--- config.mk ---
export PLATFORM = sky130hd
export DESIGN_NAME = key_scan_ctrl
export DESIGN_NICKNAME = d
export VERILOG_FILES = /design/src/rtl/key_scan_pkg.sv /design/src/rtl/key_sync.sv /design/src/rtl/key_scan_ctrl.sv
export SDC_FILE = /design/constraint.sdc
export NUM_CORES = 1
export LEC_CHECK = 0
export CORE_ASPECT_RATIO = 0.9
export CORE_MARGIN = 10
export CORE_UTILIZATION = 58
export DETAILED_ROUTE_END_ITERATION = 10
export HOLD_SLACK_MARGIN = 0.05
export PLACE_DENSITY = 0.94
export SYNTH_ARGS = -nofsm -noshare
export SYNTH_HDL_FRONTEND = slang
export SYNTH_SLANG_ARGS = --single-unit
export TNS_END_PERCENT = 100
--- constraint.sdc ---
create_clock -name clk_i -period 5.1 [get_ports clk_i]
set_clock_uncertainty 0.1 [all_clocks]
set_input_delay 0.51 -clock clk_i [delete_from_list [all_inputs] [get_ports clk_i]]
set_output_delay 0.51 -clock clk_i [all_outputs]
set_load 0.01 [all_outputs]
--- src/rtl/key_scan_pkg.sv ---
// Shared widths, capture-FSM state encoding and the key priority encoder
// used by the keypad scan sequencer.
package key_scan_pkg;

    localparam int KEY_W  = 16;
    localparam int CODE_W = 4;

    typedef enum logic [0:0] {
        ST_IDLE,
        ST_CLEAR
    } scan_state_t;

    // Lowest set index wins; returns 0 for an empty vector.
    function automatic logic [CODE_W-1:0] lowest_set(input logic [KEY_W-1:0] v);
        logic [CODE_W-1:0] idx;
        idx = '0;
        for (int i = KEY_W - 1; i >= 0; i--) begin
            if (v[i]) begin
                idx = CODE_W'(i);
            end
        end
        return idx;
    endfunction

endpackage

--- src/rtl/key_sync.sv ---
// Multi-flop synchroniser for the asynchronous keypad latch flags.
// Latency SYNC_STAGES cycles; no backpressure (free-running).
module key_sync
    import key_scan_pkg::*;
#(
    parameter int SYNC_STAGES = 2
) (
    input  logic             clk_i,
    input  logic             rst_i,
    input  logic [KEY_W-1:0] d_i,
    output logic [KEY_W-1:0] q_o
);

    logic [KEY_W-1:0] stage_q [SYNC_STAGES];

    always_ff @(posedge clk_i) begin
        if (rst_i) begin
            for (int i = 0; i < SYNC_STAGES; i++) begin
                stage_q[i] <= '0;
            end
        end else begin
            stage_q[0] <= d_i;
            for (int i = 1; i < SYNC_STAGES; i++) begin
                stage_q[i] <= stage_q[i-1];
            end
        end
    end

    assign q_o = stage_q[SYNC_STAGES-1];

endmodule

--- src/rtl/key_scan_ctrl.sv ---
// Keypad latch sequencer: sync + snapshot + clear, then one code per valid/ready beat;
// pending->valid in 1 cycle, code held while stalled. KEY_SCAN_DUP_DET_EN enables key_dup.
module key_scan_ctrl
    import key_scan_pkg::*;
#(
    parameter int CLR_CYCLES  = 4,
    parameter int SYNC_STAGES = 2
) (
    input  logic              clk_i,
    input  logic              rst_i,
    input  logic [KEY_W-1:0]  key_reg_i,
    output logic              key_clear_o,
    output logic [CODE_W-1:0] key_code_o,
    output logic              key_valid_o,
    input  logic              key_ready_i,
    output logic              busy_o,
    output logic              key_dup_o
);

    localparam logic [3:0] CLR_LIM = 4'(CLR_CYCLES);

    logic [KEY_W-1:0]  ks;
    scan_state_t       state_q, state_d;
    logic [3:0]        cnt_q, cnt_d;
    logic [KEY_W-1:0]  pending_q, pending_d;
    logic [KEY_W-1:0]  snap;
    logic [KEY_W-1:0]  taken;
    logic [KEY_W-1:0]  pending_after;
    logic [CODE_W-1:0] code_q, code_d;
    logic              valid_q, valid_d;

    key_sync #(
        .SYNC_STAGES(SYNC_STAGES)
    ) u_sync (
        .clk_i (clk_i),
        .rst_i (rst_i),
        .d_i   (key_reg_i),
        .q_o   (ks)
    );

    // Capture FSM: snapshot on detection, then hold the latch clear until it
    // has lasted long enough and the synchronised view has drained.
    always_comb begin
        state_d = state_q;
        cnt_d   = cnt_q;
        snap    = '0;
        unique case (state_q)
            ST_IDLE: begin
                if (ks != '0) begin
                    snap    = ks;
                    cnt_d   = '0;
                    state_d = ST_CLEAR;
                end
            end
            ST_CLEAR: begin
                cnt_d = (cnt_q == 4'hF) ? cnt_q : cnt_q + 4'd1;
                if ((cnt_d >= CLR_LIM) && (ks == '0)) begin
                    state_d = ST_IDLE;
                end
            end
            default: begin
                state_d = ST_IDLE;
            end
        endcase
    end

    // Emission path, independent of the capture FSM.
    always_comb begin
        code_d  = code_q;
        valid_d = valid_q;
        taken   = '0;
        if (!valid_q || key_ready_i) begin
            if (pending_q != '0) begin
                code_d  = lowest_set(pending_q);
                valid_d = 1'b1;
                taken   = {{(KEY_W-1){1'b0}}, 1'b1} << code_d;
            end else begin
                valid_d = 1'b0;
            end
        end
    end

    // A re-snapshot of the bit being taken this cycle keeps it pending.
    assign pending_after = pending_q & ~taken;
    assign pending_d     = pending_after | snap;

    always_ff @(posedge clk_i) begin
        if (rst_i) begin
            state_q   <= ST_IDLE;
            cnt_q     <= '0;
            pending_q <= '0;
            code_q    <= '0;
            valid_q   <= 1'b0;
        end else begin
            state_q   <= state_d;
            cnt_q     <= cnt_d;
            pending_q <= pending_d;
            code_q    <= code_d;
            valid_q   <= valid_d;
        end
    end

`ifdef KEY_SCAN_DUP_DET_EN
    logic dup_q;

    always_ff @(posedge clk_i) begin
        if (rst_i) begin
            dup_q <= 1'b0;
        end else begin
            dup_q <= |(snap & pending_after);
        end
    end

    assign key_dup_o = dup_q;
`else
    assign key_dup_o = 1'b0;
`endif

    assign key_clear_o = (state_q == ST_CLEAR);
    assign key_code_o  = code_q;
    assign key_valid_o = valid_q;
    assign busy_o      = (state_q != ST_IDLE) || (pending_q != '0);

endmodule

==> qor.yml <==
required_ps: 4490
synthAdderAreaFrac_pct: 0.556
portBuffers: 25
grt-ovfl-total: 0
tns_ps: 0
synth.distinct_cells: 42
synth-simple-area-share_pct: 24.3
worstSetupEndpointType: "output pin"
power.leakage_nw: 0.988
reg2reg_depth: 5
drv_slew: 0
rsz0062_at_grt: "false"
antenna_found_initial: 0
setup_viol: 0
cp_max_fo: 5
place_area_mm2: 0.00250
syn_to_final_growth_pct: 21.0
criticalPathCategory: "register to output pin"
crit_end: "busy_o"
firstDrtPassIters: 6
synth_mux_area_share_pct: 0.501
synth_top_family_by_area: "simple AND/OR/NAND/NOR gates"
cts_resized: 0
setup.worst_path.start: "pending_q[13]$_SDFF_PP0_"
postLayoutCellArea_mm2: 0.00272
grt_pass1_wl_mm: 8.31
drc: 0
drtIter0Drc: 230
finalPower_mw: 1.13
grt_pass1_vias: 1850
cts_hold_buf: 0
place_congestion: 0.946
pin_count: 27
cts_buffers: 9
period_needed_ps: 2950
max-cap-violations: 0
slew_headroom_pct: 37.7
yosysWarnings: 0
nets: 286
die_w_um: 85.6
layout_commonest_cell: "dfxtp_1"
cp-start-kind: "register"
synth.net_count: 262
worst_pin_slew_ps: 935
cts_tree: "yes"
clk_latency_ps: 340
drt_wl_total_mm: 5.26
core_area_mm2: 0.00373
ys.flop_type: "dfxtp_1"
hold_viol_final: 0
ys_seq_area_share_pct: 51.6
drive_above_1_share_pct: 8.86
nFillCells: 262
slowest_stage: "nor4_1"
final_cell_mix: "dfxtp_1, nor2b_1, a21oi_1"
grt.total_usage_pct: 15.6
synth_area_per_cell_um2: 9.29
synth-compound-area-share_pct: 19.8
via_count: 1973
period_share_pct: 57.8
die-area_mm2: 0.00677
r2r_start: "u_sync.stage_q[0][17]$_SDFF_PP0_"
grt_max_degree: 56
regToRegEndpoint: "cnt_q[2]$_SDFFE_PP0P_"
wl_per_cell_um: 16.6
placementRows: 21
cts.sinks: 58
synth_area_mm2: 0.00225
ir_worst_vdd_mv: 0.240
power_density_mw_per_mm2: 414
cts_setup_buffers: 0
htree_levels: 3
crit_arrival_ps: 2340
die_h_um: 79.1
hold_class: "register to register"
place.detailed.hpwl_mm: 3.26
cpPeakStageDelay_ps: 640
max_freq_ghz: 0.339
ant_nets: 0
initial_core_util_pct: 60.3
ctsLongestPathBuffers: 2
syn_inst: 242
cts-root-buf: "clkbuf_8"
avgViaCountPerCell: 6.22
synth_edf_count: 0
path_clk_slew_ps: 70
synth-seq-cells: 58
path_cells: "nor4_1 > and4_1 > nand2_1 > clkdlybuf4s50_1"
ys_async_sr_fraction_pct: 0
r2r_setup_slack_ps: 2960
diodes: 0
status: "complete, no violations"
synth_xor_area_share_pct: 0.390
[through the flow]
step                      utilization, %  setup WS (ps)  instances  hold WS (ps)
after global routing                72.9           2100        317           356
after global placement              67.0           2670        301           317
final                               72.9           2150        317           332
after CTS                           72.9           2170        317           335
after floorplan                        -           3260        242           314
after detailed placement            67.0           2570        301           320
[synth_stat cells, drive strengths merged, types with 2 or more instances]
cell type	instances	share of area, %
a2111oi	2	1.6
a211oi	6	2.0
a21oi	30	6.7
a22oi	2	0.67
a311oi	9	3.8
buf	3	0.72
clkbuf	9	1.5
dfxtp	58	52
inv	3	0.50
nand2	18	3.0
nand2b	2	0.56
nand3	3	0.67
nand4	2	0.56
nor2	22	3.7
nor2b	35	9.7
nor3	4	1.1
nor4	9	3.4
o21ai	6	1.3
o31ai	3	1.0
[layer usage]
| metal | vias up | routed length (um) | track usage (%) |
|---|---|---|---|
| met4 | 0 | 117 | 10.2 |
| met2 | 126 | 2640 | 25.7 |
| met1 | 921 | 2060 | 16.8 |
| met5 | - | 0 | 0 |
| li1 | 909 | - | - |
| met3 | 17 | 431 | 5.41 |
[area by class of cell]
class / count / area (um2) / share of cell area (%)
Clock inverter: 5 / 77.6 / 2.85
Timing Repair Buffer: 25 / 245 / 9.02
Tap cell: 46 / 57.6 / 2.12
Sequential cell: 58 / 1160 / 42.7
Clock buffer: 11 / 141 / 5.20
Inverter: 3 / 11.3 / 0.414
Multi-Input combinational cell: 169 / 1030 / 37.7
[worst min path at each step]
stage	cells past startpoint	from	endpoint
floorplan	1	u_sync.stage_q[0][0]$_SDFF_PP0_	u_sync.stage_q[0][16]$_SDFF_PP0_
global placement	1	u_sync.stage_q[0][5]$_SDFF_PP0_	u_sync.stage_q[0][21]$_SDFF_PP0_
detailed placement	1	u_sync.stage_q[0][9]$_SDFF_PP0_	u_sync.stage_q[0][25]$_SDFF_PP0_
CTS	1	u_sync.stage_q[0][9]$_SDFF_PP0_	u_sync.stage_q[0][25]$_SDFF_PP0_
global route	1	u_sync.stage_q[0][6]$_SDFF_PP0_	u_sync.stage_q[0][22]$_SDFF_PP0_
finish	1	u_sync.stage_q[0][9]$_SDFF_PP0_	u_sync.stage_q[0][25]$_SDFF_PP0_
[power by group]
part | internal, mW | switching, mW
sequential | 0.479 | 0.0203
combinational | 0.0739 | 0.0894
clock | 0.287 | 0.176
[critical path: cells and delay by family, from the launching register on]
| family | cells | cell delay [ps] |
|---|---|---|
| buf+inv | 1 | 500 |
| flops | 1 | 350 |
| simple gates | 3 | 1150 |
[flip-flops by register name (all words and copies together) (netlist names)]
| name | flops |
|---|---|
| key_clear_o | 1 |
| key_code_o | 4 |
| u_sync.stage_q | 32 |
| cnt_q | 4 |
| pending_q | 16 |
| key_valid_o | 1 |
[cells by family after synthesis]
group,count (synthesis)
fa+ha+maj,1
simple gates,100
other cells,1
flops,58
compound gates,65
xor+xnor,1
buf+inv,15
mux,1
Power figures use the tool's default switching activity.
